==> src/rtl/imem_loader.sv <==
// rtl/imem_loader.sv - byte-stream instruction memory loader; optional checksum stage via IMEM_LOADER_CKSUM_EN
module imem_loader #(
  parameter int ADDR_W = 8
) (
  input  logic        clk,
  input  logic        reset,
  input  logic        in_valid,
  output logic        in_ready,
  input  logic [7:0]  in_data,
  output logic        imem_we,
  output logic [31:0] imem_addr,
  output logic [31:0] imem_wdata,
  output logic        cpu_reset,
  output logic        done,
  output logic        err
);

`ifdef IMEM_LOADER_CKSUM_EN
  typedef enum logic [2:0] {ST_LEN_LO, ST_LEN_HI, ST_DATA, ST_CKSUM, ST_RUN, ST_ERROR} state_t;
  localparam state_t ST_AFTER_DATA = ST_CKSUM;
`else
  typedef enum logic [2:0] {ST_LEN_LO, ST_LEN_HI, ST_DATA, ST_RUN, ST_ERROR} state_t;
  localparam state_t ST_AFTER_DATA = ST_RUN;
`endif

  // Largest word count that fits the instruction memory.
  localparam logic [16:0] DEPTH = 17'd1 << ADDR_W;

  state_t            state;
  state_t            state_nx;
  logic              armed;
  logic              accept;
  logic [7:0]        len_lo;
  logic [15:0]       n_len;
  logic [1:0]        byte_cnt;
  logic [23:0]       shreg;
  logic [ADDR_W-1:0] word_index;
  logic [ADDR_W-1:0] last_idx;
  logic              last_word;
`ifdef IMEM_LOADER_CKSUM_EN
  logic [7:0]        csum;
`endif

  assign n_len     = {in_data, len_lo};
  // armed keeps in_ready low until the first edge after reset is released.
  assign in_ready  = armed && (state != ST_RUN) && (state != ST_ERROR);
  assign accept    = in_valid && in_ready;
  assign last_word = (byte_cnt == 2'd3) && (word_index == last_idx);

  // State register.
  always_ff @(posedge clk or negedge reset) begin
    if (!reset) state <= ST_LEN_LO;
    else        state <= state_nx;
  end

  // Next-state and status outputs; cpu_reset stays high through the final write strobe.
  always_comb begin
    state_nx  = state;
    done      = 1'b0;
    err       = 1'b0;
    cpu_reset = 1'b1;
    case (state)
      ST_LEN_LO: if (accept) state_nx = ST_LEN_HI;
      ST_LEN_HI: begin
        if (accept) begin
          if (n_len == 16'd0)              state_nx = ST_AFTER_DATA;
          else if ({1'b0, n_len} > DEPTH)  state_nx = ST_ERROR;
          else                             state_nx = ST_DATA;
        end
      end
      ST_DATA: if (accept && last_word) state_nx = ST_AFTER_DATA;
`ifdef IMEM_LOADER_CKSUM_EN
      ST_CKSUM: if (accept) state_nx = (in_data == csum) ? ST_RUN : ST_ERROR;
`endif
      ST_RUN: begin
        done      = 1'b1;
        cpu_reset = imem_we;
      end
      ST_ERROR: err = 1'b1;
      default:  state_nx = ST_ERROR;
    endcase
  end

  // Datapath: length capture, word assembly and the registered memory write.
  always_ff @(posedge clk or negedge reset) begin
    if (!reset) begin
      armed      <= 1'b0;
      len_lo     <= 8'd0;
      byte_cnt   <= 2'd0;
      shreg      <= 24'd0;
      word_index <= '0;
      last_idx   <= '0;
      imem_we    <= 1'b0;
      imem_addr  <= 32'd0;
      imem_wdata <= 32'd0;
`ifdef IMEM_LOADER_CKSUM_EN
      csum       <= 8'd0;
`endif
    end else begin
      armed   <= 1'b1;
      imem_we <= 1'b0;
      if (accept) begin
        case (state)
          ST_LEN_LO: len_lo <= in_data;
          ST_LEN_HI: last_idx <= ADDR_W'(n_len - 16'd1);
          ST_DATA: begin
            byte_cnt <= byte_cnt + 2'd1;
`ifdef IMEM_LOADER_CKSUM_EN
            csum     <= csum ^ in_data;
`endif
            if (byte_cnt == 2'd3) begin
              imem_we    <= 1'b1;
              imem_wdata <= {in_data, shreg};
              imem_addr  <= 32'({word_index, 2'b00});
              word_index <= word_index + ADDR_W'(1);
            end else begin
              shreg <= {in_data, shreg[23:8]};
            end
          end
          default: ;
        endcase
      end
    end
  end

endmodule

==> config.mk <==
export PLATFORM = sky130hd
export DESIGN_NAME = imem_loader
export DESIGN_NICKNAME = d
export VERILOG_FILES = /design/src/rtl/imem_loader.sv
export SDC_FILE = /design/constraint.sdc
export NUM_CORES = 1
export LEC_CHECK = 0
export CAP_MARGIN = 25
export CORE_MARGIN = 8
export CORE_UTILIZATION = 45
export CTS_CLUSTER_SIZE = 40
export DETAILED_ROUTE_END_ITERATION = 12
export GPL_TIMING_DRIVEN = 0
export PLACE_DENSITY_LB_ADDON = 0.12
export SYNTH_ARGS = -nofsm -noshare
export SYNTH_HDL_FRONTEND = slang
export SYNTH_SLANG_ARGS = --single-unit
==> constraint.sdc <==
create_clock -name clk -period 1.8 [get_ports clk]
set_clock_uncertainty 0.15 [all_clocks]
set_input_delay 0.36 -clock clk [delete_from_list [all_inputs] [get_ports clk]]
set_output_delay 0.36 -clock clk [all_outputs]
set_load 0.02 [all_outputs]
==> results by group <==
Status
  – Status: finished with violations
  – Violated checks: negative setup slack

STA
  – Final setup vio count: 67
  – FMAX: 500 MHz
  – Relative slew slack: 62.6%
  – Worst-Margin Slew: 561 ps
  – Slew Viols, Final: 0
  – Minimum clock period after layout: 2000 ps
  – RSZ-0062 raised after global routing: true
  – WHS: 356 ps
  – Worst Slack Setup Final: -201 ps
  – Period utilization: 111%
  – Hold Fails Final Rpt: 0

Placement
  – DP Worst Slack: -651 ps
  – Placed cells: 493
  – Routability cong.: 0.783
  – Hpwl dp: 5790 µm
  – Placed Area: 4930 µm²
  – Port buffer count: 55

Global route
  – Grt total ovfl: 0
  – Total GRT Usage: 15.4%
  – Global-route wire length before repair: 15600 µm
  – Vias in the first global route: 2913
  – Pin count of the biggest net entering global routing: 56
  – Antenna violations before repair: 0

Detailed routing
  – Vias per cell: 4.95
  – Routed WL: 9550 µm
  – Antenna Nets Post-Route: 0
  – Residual DRC: 0
  – WL per Instance: 17.8 µm
  – Drt pass-1 iters: 4
  – Routed via count: 2665
  – Initial drt markers: 87

Pwr
  – Pleak: 3.14 nW
  – Pwr Density: 646 nW/µm²
  – Worst vdd ir: 0.435 mV
  – Design Power: 0.00380 W

Hold path
  – Hold/Removal Path Class: register to register

Worst setup path
  – Critical Path AT: 2140 ps
  – CP endpoint kind: register
  – CP Max Fanout: 3
  – Slowest cell on crit path: or4_4
  – Worst Setup Start Kind: register
  – WS Path Type: register to register
  – Max incr delay on CP: 560 ps
  – Worst path cell trace: or4_4, or4b_4, a21oi_4, a21o_1
  – WP data required: 1940 ps

Synthesis
  – Synth Register Bits: 95
  – FFs w/ async S/R, synth: 100%
  – Post-synthesis cell type count: 34
  – Synth Flop Type: dfrtp_1
  – Mapped Cells: 303
  – Post-synth top area share: 58.0%
  – Ys Warns: 0
  – Post-synth EDFFs: 0
  – Mean post-synth cell area: 13.5 µm²
  – Synth area leader: dfrtp_1
  – Sequential area share after synthesis: 58.0%
  – Synth area leaders: dfrtp_1 58%, mux2_2 20%, buf_4 4.6%
  – Synthesized area: 4100 µm²

CTS
  – CTS root buf: clkbuf_8
  – # H-tree levels: 3
  – CTS tree: yes
  – CTS max path bufs: 2
  – Clk sinks: 95
  – Clk_lat worst skew: 360 ps
  – CTS Buf Count: 9
  – Clock Pin Slew Worst Setup and Hold Paths: 90 ps

Layout
  – Layout net count: 437
  – Commonest cells after routing, fill and taps aside: 93 x dfrtp_1, 65 x mux2_4, 42 x dlygate4sd2_1
  – Ratio of cells with drive above 1 in the final layout: 42.4%
  – Layout Cells excl Fill: 538
  – Area Growth Syn to Fin: 43.7%
  – Post-route cell area: 5890 µm²
  – Leading cell type in the layout, fill and taps excluded: dfrtp_1
  – Diodes inserted: 0

Floorplan
  – Initial Util: 45.4%
  – Die Width: 111 µm
  – Die area: 12400 µm²
  – Chip Height: 111 µm
  – Core Area: 9020 µm²
  – FP Rows: 35
  – # IOs: 80

Job
  – Max-Cap Viols: 0
-- final cells by class --
| class | count | area, µm² |
|---|---|---|
| Timing Repair Buffer | 90 | 986 |
| Fill cell | 676 | 3130 |
| Inverter | 6 | 22.5 |
| Clock buffer | 10 | 128 |
| Buffer | 32 | 275 |
| Sequential cell | 95 | 2380 |
| Tap cell | 111 | 139 |
| Multi-Input combinational cell | 188 | 1880 |
| Clock inverter | 6 | 76.3 |
-- routing by layer --
| layer | part of all wire [%] | routed length [µm] | global-route usage [%] |
|---|---|---|---|
| met1 | 49 | 4680 | 20.7 |
| met2 | 45 | 4280 | 23.3 |
| met3 | 5.2 | 495 | 4.14 |
| met4 | 1.0 | 98 | 5.51 |
| met5 | 0 | 0 | 0 |
-- registers in the layout, indices dropped and copies added, names as in the netlist --
register / cells
state: 3
shreg: 24
imem_wdata: 32
byte_cnt: 2
imem_addr: 8
word_index: 8
armed: 1
len_lo: 8
imem_we: 1
last_idx: 8
-- per-stage QoR --
step | TNS [ps] | utilization [%]
final | -5650 | 65.3
after global routing | -9580 | 65.3
after CTS | -4840 | 63.7
after detailed placement | -50850 | 54.7
after global placement | -365330 | 54.4
after floorplan | -241 | -
-- power breakdown --
part | total [W] | internal (W) | switching, W
registers | 0.00213 | 0.00213 | 0.00000110
logic | 0.000191 | 0.0000726 | 0.000118
clock network | 0.00148 | 0.000668 | 0.000810
-- worst paths after layout --
path / slack (ps) / from / end / cells past startpoint
worst min-delay path: 360 / last_idx[2]$_DFFE_PN0P_ / last_idx[2]$_DFFE_PN0P_ / 2
worst max-delay path: -200 / len_lo[5]$_DFFE_PN0P_ / state[1]$_DFFE_PN0P_ / 4
worst min register to register: 360 / last_idx[2]$_DFFE_PN0P_ / last_idx[2]$_DFFE_PN0P_ / 2
max in group asynchronous: 480 / reset / shreg[3]$_DFFE_PN0P_ / 3
worst max register to register: -200 / len_lo[5]$_DFFE_PN0P_ / state[1]$_DFFE_PN0P_ / 4
min in group asynchronous: 380 / reset / imem_addr[4]$_DFFE_PN0P_ / 2
-- cells in the mapped netlist, types with 3 or more instances --
library cell,n
nand4_1,5
nor3_1,4
buf_2,6
nand2_1,12
ha_1,4
mux2_2,74
nand3_1,3
clkbuf_1,6
nor4_1,4
xnor2_1,11
inv_1,6
xor2_1,12
buf_4,25
dfrtp_1,95
o21ai_0,8
nor2_1,4
-- cell families (layout without fill, tap and decap cells) --
| logic type | count (synthesis) | after routing | share of synthesized area, % |
|---|---|---|---|
| and+or+nand+nor | 49 | 49 | 6.99 |
| DFF | 95 | 95 | 58.0 |
| AOI/OAI and AO/OA | 13 | 13 | 1.92 |
| xor gates and xnor gates | 23 | 23 | 4.92 |
| muxes | 74 | 74 | 20.3 |
| buffers and inverters | 43 | 144 | 6.41 |
| other | 2 | 25 | 0.183 |
| adders and majority gates | 4 | 4 | 1.22 |
-- repair_timing --
item                                    4_1_cts  5_1_grt
cloned                                        4        2
hold buffers                                  1        0
endpoints found under the setup margin      132       95
gates resized for setup                     170       27
setup buffers                                22        5
hold endpoints to repair                     40        0
pin swaps                                    10        6
-- critical path, delay by kind of cell (launching register included) --
kind	cells	cell delay, ps
simple gates	2	1090
flops	1	410
compound gates	2	290
Power figures use the tool's default switching activity.
